===== src/rtl/mem_wb_pipe.sv =====
// mem_wb_pipe: MEM->WB pipeline register for N write-back lanes plus HI/LO, with a one-entry skid buffer.
// Latency: 1 cycle from accept to out_valid when empty; sustains 1 transfer per cycle with out_ready high.
// Backpressure: in_ready is a registered decode (~skid_valid), so a stalled WB stage never drops an instruction.
//
// Optional build macro: MEM_WB_STALL_CNT_EN adds a 32-bit saturating stall counter output (stall_cnt).
//
// Ports:
//   clk, rst                  pipeline clock; asynchronous active-low reset
//   in_valid / in_ready       MEM-side handshake
//   in_wd/in_wreg/in_wdata    per-lane destination, write enable, write data (lane 0 in LSBs)
//   in_whilo/in_hi/in_lo      HI/LO write enable and values
//   flush                     synchronous kill of both held entries
//   out_valid / out_ready     WB-side handshake
//   out_*                     payload to WB; out_wreg and out_whilo are gated by out_valid
//   stall_cnt                 (MEM_WB_STALL_CNT_EN only) cycles with out_valid & ~out_ready

module mem_wb_pipe #(
   parameter int DATA_W = 32,
   parameter int ADDR_W = 5,
   parameter int LANES  = 1
) (
   input  logic                      clk,
   input  logic                      rst,
   input  logic                      in_valid,
   output logic                      in_ready,
   input  logic [LANES*ADDR_W-1:0]   in_wd,
   input  logic [LANES-1:0]          in_wreg,
   input  logic [LANES*DATA_W-1:0]   in_wdata,
   input  logic                      in_whilo,
   input  logic [DATA_W-1:0]         in_hi,
   input  logic [DATA_W-1:0]         in_lo,
   input  logic                      flush,
   output logic                      out_valid,
   input  logic                      out_ready,
   output logic [LANES*ADDR_W-1:0]   out_wd,
   output logic [LANES-1:0]          out_wreg,
   output logic [LANES*DATA_W-1:0]   out_wdata,
   output logic                      out_whilo,
   output logic [DATA_W-1:0]         out_hi,
   output logic [DATA_W-1:0]         out_lo
`ifdef MEM_WB_STALL_CNT_EN
   ,
   output logic [31:0]               stall_cnt
`endif
);

   // One stored instruction: every field that travels from MEM to WB.
   typedef struct packed {
      logic [LANES*ADDR_W-1:0] wd;
      logic [LANES-1:0]        wreg;
      logic [LANES*DATA_W-1:0] wdata;
      logic                    whilo;
      logic [DATA_W-1:0]       hi;
      logic [DATA_W-1:0]       lo;
   } entry_t;

   entry_t in_ent;
   entry_t main_q;
   entry_t skid_q;
   logic   main_vld;
   logic   skid_vld;

   logic   main_vld_d;
   logic   skid_vld_d;
   logic   load_main_in;
   logic   load_main_skid;
   logic   load_skid;
   logic   accept;
   logic   drain;

   assign in_ent.wd    = in_wd;
   assign in_ent.wreg  = in_wreg;
   assign in_ent.wdata = in_wdata;
   assign in_ent.whilo = in_whilo;
   assign in_ent.hi    = in_hi;
   assign in_ent.lo    = in_lo;

   // Depends only on reset and stored state, never on out_ready, so the
   // MEM stage sees no combinational path back from WB.
   assign in_ready = rst & ~skid_vld;
   assign accept   = in_valid & in_ready;
   assign drain    = main_vld & out_ready;

   // Next-state decode for the two-entry buffer. Skid always empties into
   // main before new input is taken, which keeps ordering strictly FIFO.
   always_comb begin
      main_vld_d     = main_vld;
      skid_vld_d     = skid_vld;
      load_main_in   = 1'b0;
      load_main_skid = 1'b0;
      load_skid      = 1'b0;
      if (flush) begin
         // Flush beats drain and accept; an input accepted this cycle is lost.
         main_vld_d = 1'b0;
         skid_vld_d = 1'b0;
      end else if (!main_vld || drain) begin
         if (skid_vld) begin
            load_main_skid = 1'b1;
            main_vld_d     = 1'b1;
            skid_vld_d     = 1'b0;
         end else if (accept) begin
            load_main_in = 1'b1;
            main_vld_d   = 1'b1;
         end else begin
            main_vld_d = 1'b0;
         end
      end else if (accept) begin
         load_skid  = 1'b1;
         skid_vld_d = 1'b1;
      end
   end

   always_ff @(posedge clk or negedge rst) begin
      if (!rst) begin
         main_vld <= 1'b0;
         skid_vld <= 1'b0;
      end else begin
         main_vld <= main_vld_d;
         skid_vld <= skid_vld_d;
      end
   end

   // Payload registers are enabled only when their entry is written, so idle
   // or stalled cycles do not toggle the wide data path.
   always_ff @(posedge clk or negedge rst) begin
      if (!rst) begin
         main_q <= '0;
      end else if (load_main_skid) begin
         main_q <= skid_q;
      end else if (load_main_in) begin
         main_q <= in_ent;
      end
   end

   always_ff @(posedge clk or negedge rst) begin
      if (!rst) begin
         skid_q <= '0;
      end else if (load_skid) begin
         skid_q <= in_ent;
      end
   end

   // Write enables are masked by valid so a bubble or a flushed entry can
   // never write the register file or HI/LO, even if stale payload remains.
   assign out_valid = main_vld;
   assign out_wd    = main_q.wd;
   assign out_wreg  = main_q.wreg & {LANES{main_vld}};
   assign out_wdata = main_q.wdata;
   assign out_whilo = main_q.whilo & main_vld;
   assign out_hi    = main_q.hi;
   assign out_lo    = main_q.lo;

`ifdef MEM_WB_STALL_CNT_EN
   // Saturating count of WB stall cycles; survives flush, cleared by reset only.
   always_ff @(posedge clk or negedge rst) begin
      if (!rst) begin
         stall_cnt <= 32'd0;
      end else if (main_vld && !out_ready && (stall_cnt != 32'hFFFF_FFFF)) begin
         stall_cnt <= stall_cnt + 32'd1;
      end
   end
`endif

endmodule


===== config.mk =====
export PLATFORM = sky130hd
export DESIGN_NAME = mem_wb_pipe
export DESIGN_NICKNAME = d
export VERILOG_FILES = /design/src/rtl/mem_wb_pipe.sv
export SDC_FILE = /design/constraint.sdc
export NUM_CORES = 1
export LEC_CHECK = 0
export ABC_AREA = 0
export ABC_CLOCK_PERIOD_IN_PS = 2200
export CAP_MARGIN = 20
export CORE_MARGIN = 8
export CORE_UTILIZATION = 50
export DETAILED_ROUTE_END_ITERATION = 8
export PLACE_DENSITY = 0.87
export SLEW_MARGIN = 5
export SYNTH_ARGS = -nofsm -noshare
export SYNTH_HDL_FRONTEND = slang
export SYNTH_SLANG_ARGS = --single-unit

===== constraint.sdc =====
create_clock -name clk -period 2.2 [get_ports clk]
set_input_delay 0.44 -clock clk [delete_from_list [all_inputs] [get_ports clk]]
set_output_delay 0.44 -clock clk [all_outputs]
set_load 0.02 [all_outputs]

==> results of run 1 <==
cells in the final DEF (no fill, tap or decap), drive strengths merged:
cell type	n
a21oi	2
and2	2
and2b	1
buf	14
clkbuf	37
clkdlybuf4s50	210
clkinv	2
clkinvlp	1
dfrtp	208
diode	1
dlygate4sd3	1
dlymetal6s2s	1
mux2	103
nand2b	1
nand3b	1
nand4bb	1
nor2	1
nor2b	1
nor3	2
o221a	103
or3	103
logic make-up (layout without fill, tap and decap cells):
logic type | Yosys count | in the layout
DFF | 208 | 208
other | 0 | 1
buffers and inverters | 156 | 266
muxes | 103 | 103
AOI/OAI and AO/OA | 105 | 105
and+or+nand+nor | 113 | 113
metal layers:
| metal | vias to the layer above | track usage | part of all wire |
|---|---|---|---|
| met2 | 231 | 0.2941 | 0.46 |
| met1 | 3172 | 0.2520 | 0.44 |
| met3 | 46 | 0.05644 | 0.082 |
| li1 | 2656 | - | - |
| met5 | - | 0 | 0.00057 |
| met4 | 2 | 0.05325 | 0.022 |
cell type report:
| type | count | area (um2) |
|---|---|---|
| fillers | 1392 | 6930 |
| flip-flops and latches | 208 | 5205 |
| multi-input cells | 321 | 3077 |
| repair buffers | 227 | 2318 |
| clock buffers | 36 | 674.4 |
| well taps | 234 | 292.8 |
| clock inverters | 3 | 17.52 |
| diodes | 1 | 2.502 |
power groups by stage:
stage / clock [uW] / sequential, uW / combinational (uW)
final: 3540 / 4930 / 2390
after global routing: 3790 / 5000 / 2530
after CTS: 3630 / 4920 / 2420
after detailed placement: 0 / 4970 / 2410
after global placement: 0 / 4950 / 2330
after floorplan: 0 / 4820 / 1740
timing repair:
action                                  CTS  global route
hold buffers                              1             0
resized for setup                         0             1
endpoints found under the setup margin    0             1
endpoints found under the hold margin     2             0
metrics by stage:
step	hold slack, ns	util	total power [uW]
3_5_place_dp	0.2620	0.5876	7382
3_3_place_gp	0.2628	0.5876	7280
5_1_grt	0.09275	0.6257	11320
2_1_floorplan	0.1444	-	6566
4_1_cts	0.05875	0.6255	10980
6_report	0.07507	0.6257	10860
worst min path at each step:
stage	endpoint	slack, ns	from	cells after the start
floorplan	main_q[64]$_DFFE_PN0P_	0.14	rst	0
global placement	out_valid$_DFFE_PN0N_	0.26	rst	1
detailed placement	out_valid$_DFFE_PN0N_	0.26	rst	1
CTS	out_lo[4]$_DFFE_PN0P_	0.06	rst	2
global route	main_q[97]$_DFFE_PN0P_	0.09	rst	2
finish	out_lo[4]$_DFFE_PN0P_	0.08	rst	2
sequential cells by signal (all words and copies together) (netlist names):
signal / count
main_q: 2
out_hi: 32
out_lo: 32
out_valid: 1
out_wd: 5
out_wdata: 32
skid_q: 103
skid_vld: 1
worst max-delay path, delay by kind of cell, from the launching register on:
| family | cells | cell delay [ns] |
|---|---|---|
| buffers and inverters | 1 | 0.61 |
| flip-flops | 1 | 0.42 |
| AND/OR/NAND/NOR | 1 | 0.16 |
==> results by group, run 1 <==
Placed design
  – Number of port buffers: 212
  – Placed Area: between 0.01 and 0.015 mm2
  – Detailed placer's ending HPWL: about 14,000 um
  – Pre-CTS WS: about 0.049 ns
  – Placed Cells: ~990
  – GP Congestion: 0.7463

Yosys
  – FF+latch count, synth: around 210
  – Largest family of logic cells by synthesized area: compound AO/OA/AOI/OAI gates
  – Cell with the most instances after synthesis: dfrtp_1
  – Mapped Cells: 685
  – Mux cell area share after synthesis: 0.1242
  – Synth warnings: 0
  – Async set-reset flop share out of synthesis: 1.000
  – Syn nets: about 790
  – Mapped Area: 0.009335 mm2
  – Xor and xnor area share after synthesis: 0
  – Synth cell types: 21
  – Synth Area in Compound Gates: 0.1253
  – Area leader, netlist: dfrtp_1
  – Ranking of synthesized cells by area: dfrtp_1 (56%), o221a_2 (12%), mux2_2 (10%)
  – Syn Area/Cell: 13.63 um2
  – Simple-gate share of the synthesized area: 0.07881
  – Top cells by count, synth: dfrtp_1 (208), o221a_2 (103), or3_1 (103)
  – Number of synthesized flops with an enable pin: 0
  – Post-Synth Adder-Cell Area: 0
  – Sequential cell area fraction in the yosys report: 0.5576
  – Top-area cell type share of the netlist area: 0.5576
  – Top_reg_cell synth: dfrtp_1

Global route
  – Gr ovfl total: 0
  – Initial antenna violation count: 2
  – Vias in the first global route: ~6,600
  – Largest net degree at the start of global routing: 120
  – Total track usage: 0.1889
  – Global-route wire length before repair: about 36,000 um

Die
  – Die ar.: about 0.023 mm2
  – Core area: 0.01852 mm2
  – Num ports: 213
  – Initial Util: 0.5041
  – Row count: 50
  – Die width: roughly 150 um
  – Die height: 152.6 um

Timing
  – Clock skew: roughly 0.012 ns
  – Worst Tran Pin Value: between 0.6 and 0.7 ns
  – Setup ws final: 0.08638 ns
  – Hold Fails Final Rpt: 0
  – Final Cycle Share: 0.9607
  – Max Slew Vio Count: 0
  – TNS Setup: 0 ns
  – Slew HR: 0.5654
  – Final min period: between 2 and 2.5 ns
  – Fmax: 0.4731 GHz
  – Final setup fails: 0
  – RSZ-0062 raised after global routing: false

Clock tree
  – CTS tree: yes
  – CTS Buf Count: 22
  – Clock latency on the worst-skew pair: just under 0.5 ns
  – Clock-pin slew on the worst setup and hold paths: about 0.06 ns
  – Post-CTS Setup Repair Bufs: 0
  – CTS max path bufs: 3
  – Clk sink count: roughly 210
  – Root cell of the clock tree: clkbuf_16
  – H-tree Lvls: 1

Setup path
  – CP max FO: 5
  – Critical Path RT: ~1.8 ns
  – R2R Setup Slk: 0.48 ns
  – Type of origin of the critical path: register
  – Worst reg-to-reg path cell count: 4
  – Cells along the critical path: and2_1 > clkdlybuf4s50_1
  – Slowest stage delay, CP: around 0.61 ns
  – R2r startpoint: skid_vld$_DFFE_PN0P_
  – CP max-delay cell: clkdlybuf4s50_1
  – CP arrival: 1.67 ns
  – Kind of critical path: register to primary output
  – CP Capture Type: primary output
  – Worst R2R End: skid_q[70]$_DFFE_PN0P_
  – Setup crit start: out_valid$_DFFE_PN0N_
  – CP endpoint: out_wreg

Layout
  – Area delta synth->final: 24.13%
  – # nets final: 888
  – Fin area: between 0.01 and 0.015 mm2
  – Layout cells sized above 1: 0.2969
  – Finished Layout Cells: around 1,000

Detailed routing
  – Wire per inst: about 22 um
  – Vias per inst: between 5 and 6
  – DRT Wirelength: about 23,000 um
  – ANT nets after route: 0
  – DR pass1 iterations: 4
  – Initial DRC count: 332
  – Routed vias: a little over 6,000
  – DRC viols: 0

Power and ir drop
  – Max IR drop VDD: 0.0005234 V
  – Sequential share of power: 0.454
  – Int Pwr: ~7900 uW
  – Sw Share: 0.2686
  – Clock Power Share: 0.326
  – PD cells: around 940 mW/mm2
  – Switching pwr: 2916 uW
  – Pleak: approximately 0.0048 uW
  – Comb pwr share: 0.220

Hold path
  – Worst min path class: input pin to asynchronous set/reset pin

Flow run
  – Max-cap violations: 0

Run status
  – Status: complete, no violations
No activity file was read; power rests on OpenSTA's default activity.
==> inputs of run 2 (changes only) <==
Settings changed: CORE_UTILIZATION 50 to 35, PLACE_DENSITY 0.87 to 0.66.
==> run 2 against run 1 <==
Wire length grew 4.1%. Register-to-register slack lost 0.02 ns. Sequential power is essentially flat. Global-route usage shrank 4.3 points. Clock power grew 11%. Total power grew 3.4%. First-iteration DRC count grew 49%. Via count shrank 2.4%. Worst hold slack lost 0.062 ns. Utilization shrank 16 points.
==> results by group, run 2 (synthesis gave the netlist of run 1 again) <==
Detailed routing
  – DRC viols: 0
  – ANT nets after route: 0
  – Routed vias: 5,962
  – Initial DRC count: slightly below 500
  – DR pass1 iterations: 4
  – Wire per inst: a little over 20 um
  – Vias per inst: roughly 5.2
  – DRT Wirelength: ~24,000 um

Setup path
  – R2R Setup Slk: ~0.46 ns
  – R2r startpoint: skid_vld$_DFFE_PN0P_
  – Cells along the critical path: and2_1 > clkdlybuf4s50_1
  – CP arrival: 1.70 ns
  – Critical Path RT: roughly 1.8 ns
  – CP Capture Type: primary output
  – Type of origin of the critical path: register
  – Kind of critical path: register to primary output
  – Worst R2R End: out_hi[24]$_DFFE_PN0P_
  – Slowest stage delay, CP: slightly above 0.6 ns
  – Worst reg-to-reg path cell count: 4
  – CP max-delay cell: clkdlybuf4s50_1
  – CP max FO: 5

Power and ir drop
  – Switching pwr: about 2900 uW
  – Post-layout total power: around 11,000 uW
  – Pleak: about 0.0050 uW
  – Max IR drop VDD: approximately 0.00045 V
  – PD cells: slightly above 900 mW/mm2
  – Sequential share of power: 0.437
  – Sw Share: 0.2603
  – Int Pwr: ~8300 uW
  – Clock Power Share: 0.350
  – Comb pwr share: 0.213

Clock tree
  – Root cell of the clock tree: clkbuf_16
  – Clk sink count: between 200 and 250
  – Post-CTS Setup Repair Bufs: 0
  – H-tree Lvls: 1
  – CTS max path bufs: 3
  – Clock-pin slew on the worst setup and hold paths: roughly 0.060 ns
  – Clock latency on the worst-skew pair: about 0.50 ns
  – CTS Buf Count: 23
  – CTS tree: yes

Die
  – Die height: about 180 um
  – Num ports: 213
  – Initial Util: 0.3572
  – Die ar.: approximately 0.032 mm2
  – Die width: 179.3 um
  – Row count: 59
  – Core area: roughly 0.026 mm2

Global route
  – Initial antenna violation count: 1
  – Vias in the first global route: 6,404
  – Total track usage: 0.1458
  – Global-route wire length before repair: 37,020 um
  – Gr ovfl total: 0
  – Largest net degree at the start of global routing: between 90 and 100

Layout
  – Layout cells sized above 1: 0.3111
  – Biggest register: skid_q
  – Max reg flops: 103
  – # nets final: 904
  – Most frequent cells in the layout: clkdlybuf4s50_1 (209), dfrtp_1 (208), or3_1 (103), o221a_2 (103), mux2_2 (83)
  – Commonest non-fill, non-tap cell in the layout: clkdlybuf4s50_1
  – Area delta synth->final: 29.08%

Timing
  – Clock skew: 0.008837 ns
  – RSZ-0062 raised after global routing: false
  – Worst Tran Pin Value: roughly 0.64 ns
  – Slew HR: 0.5754
  – Final min period: approximately 2.1 ns
  – Max Slew Vio Count: 0
  – Final setup fails: 0
  – Hold Fails Final Rpt: 0
  – TNS Setup: 0 ns
  – Final Cycle Share: 0.9739
  – Fmax: ~0.47 GHz

Placed design
  – GP Congestion: about 0.71
  – Detailed placer's ending HPWL: ~16,000 um
  – Number of port buffers: 212

Hold path
  – Worst min path class: input pin to asynchronous set/reset pin

Run status
  – Status: complete, no violations

Flow run
  – Max-cap violations: 0
==> run 2: timing repair <==
action                                  in CTS  in global routing
gates resized for setup                      1                  1
endpoints found under the setup margin       1                  1
hold buffers                                 1                  0
endpoints found under the hold margin       10                  0
==> run 2: power by group through the flow <==
stage          clock (uW)  combinational [uW]  sequential (uW)
2_1_floorplan           0                1740             4820
3_3_place_gp            0                2390             4960
3_5_place_dp            0                2440             4970
4_1_cts              4050                2440             4910
5_1_grt              4180                2560             5000
6_report             3930                2390             4910
==> run 2: layer usage <==
metal | vias up | global-route usage | part of all wire
met5 | - | 0 | 0
met4 | 0 | 0.03506 | 0.017
met3 | 29 | 0.03559 | 0.074
met2 | 192 | 0.2247 | 0.45
met1 | 3043 | 0.2039 | 0.46
li1 | 2698 | - | -
==> run 2: stage by stage <==
step                      utilization  hold slack, ns  cells  instance area (um2)  worst slack [ns]
after global routing           0.4611         0.06477   1146                12050          0.003423
after detailed placement       0.4313          0.2771   1105                11270           0.03621
final                          0.4611         0.01355   1146                12050           0.05736
after floorplan                     -          0.1444    685                 9335            0.6452
after global placement         0.4313          0.2790   1105                11270           0.03459
after CTS                      0.4609         0.05198   1145                12050           0.02261
==> run 2: final cells by class <==
class	instances	area (um2)
clock inverters	4	95.09
clock buffers	35	670.6
repair buffers	242	2581
flip-flops and latches	208	5205
multi-input cells	321	3077
fillers	2342	14080
well taps	335	419.2
diodes	1	2.502
==> run 2: critical path: cells and delay by family (launching register included) <==
family                 cells  cell delay, ns
buffers and inverters      1            0.61
DFF                        1            0.42
and+or+nand+nor            1            0.17
==> run 2: worst max-delay path by stage <==
| stage | from | end | cells after the start | slack, ns |
|---|---|---|---|---|
| final | out_valid$_DFFE_PN0N_ | out_wreg | 2 | 0.06 |
| after global placement | out_ready | skid_q[21]$_DFFE_PN0P_ | 7 | 0.03 |
| after CTS | out_valid$_DFFE_PN0N_ | out_wreg | 2 | 0.02 |
| after detailed placement | flush | out_hi[24]$_DFFE_PN0P_ | 5 | 0.04 |
| after floorplan | out_valid$_DFFE_PN0N_ | out_hi[0]$_DFFE_PN0P_ | 5 | 0.65 |
| after global routing | out_valid$_DFFE_PN0N_ | out_wreg | 2 | 0.003 |
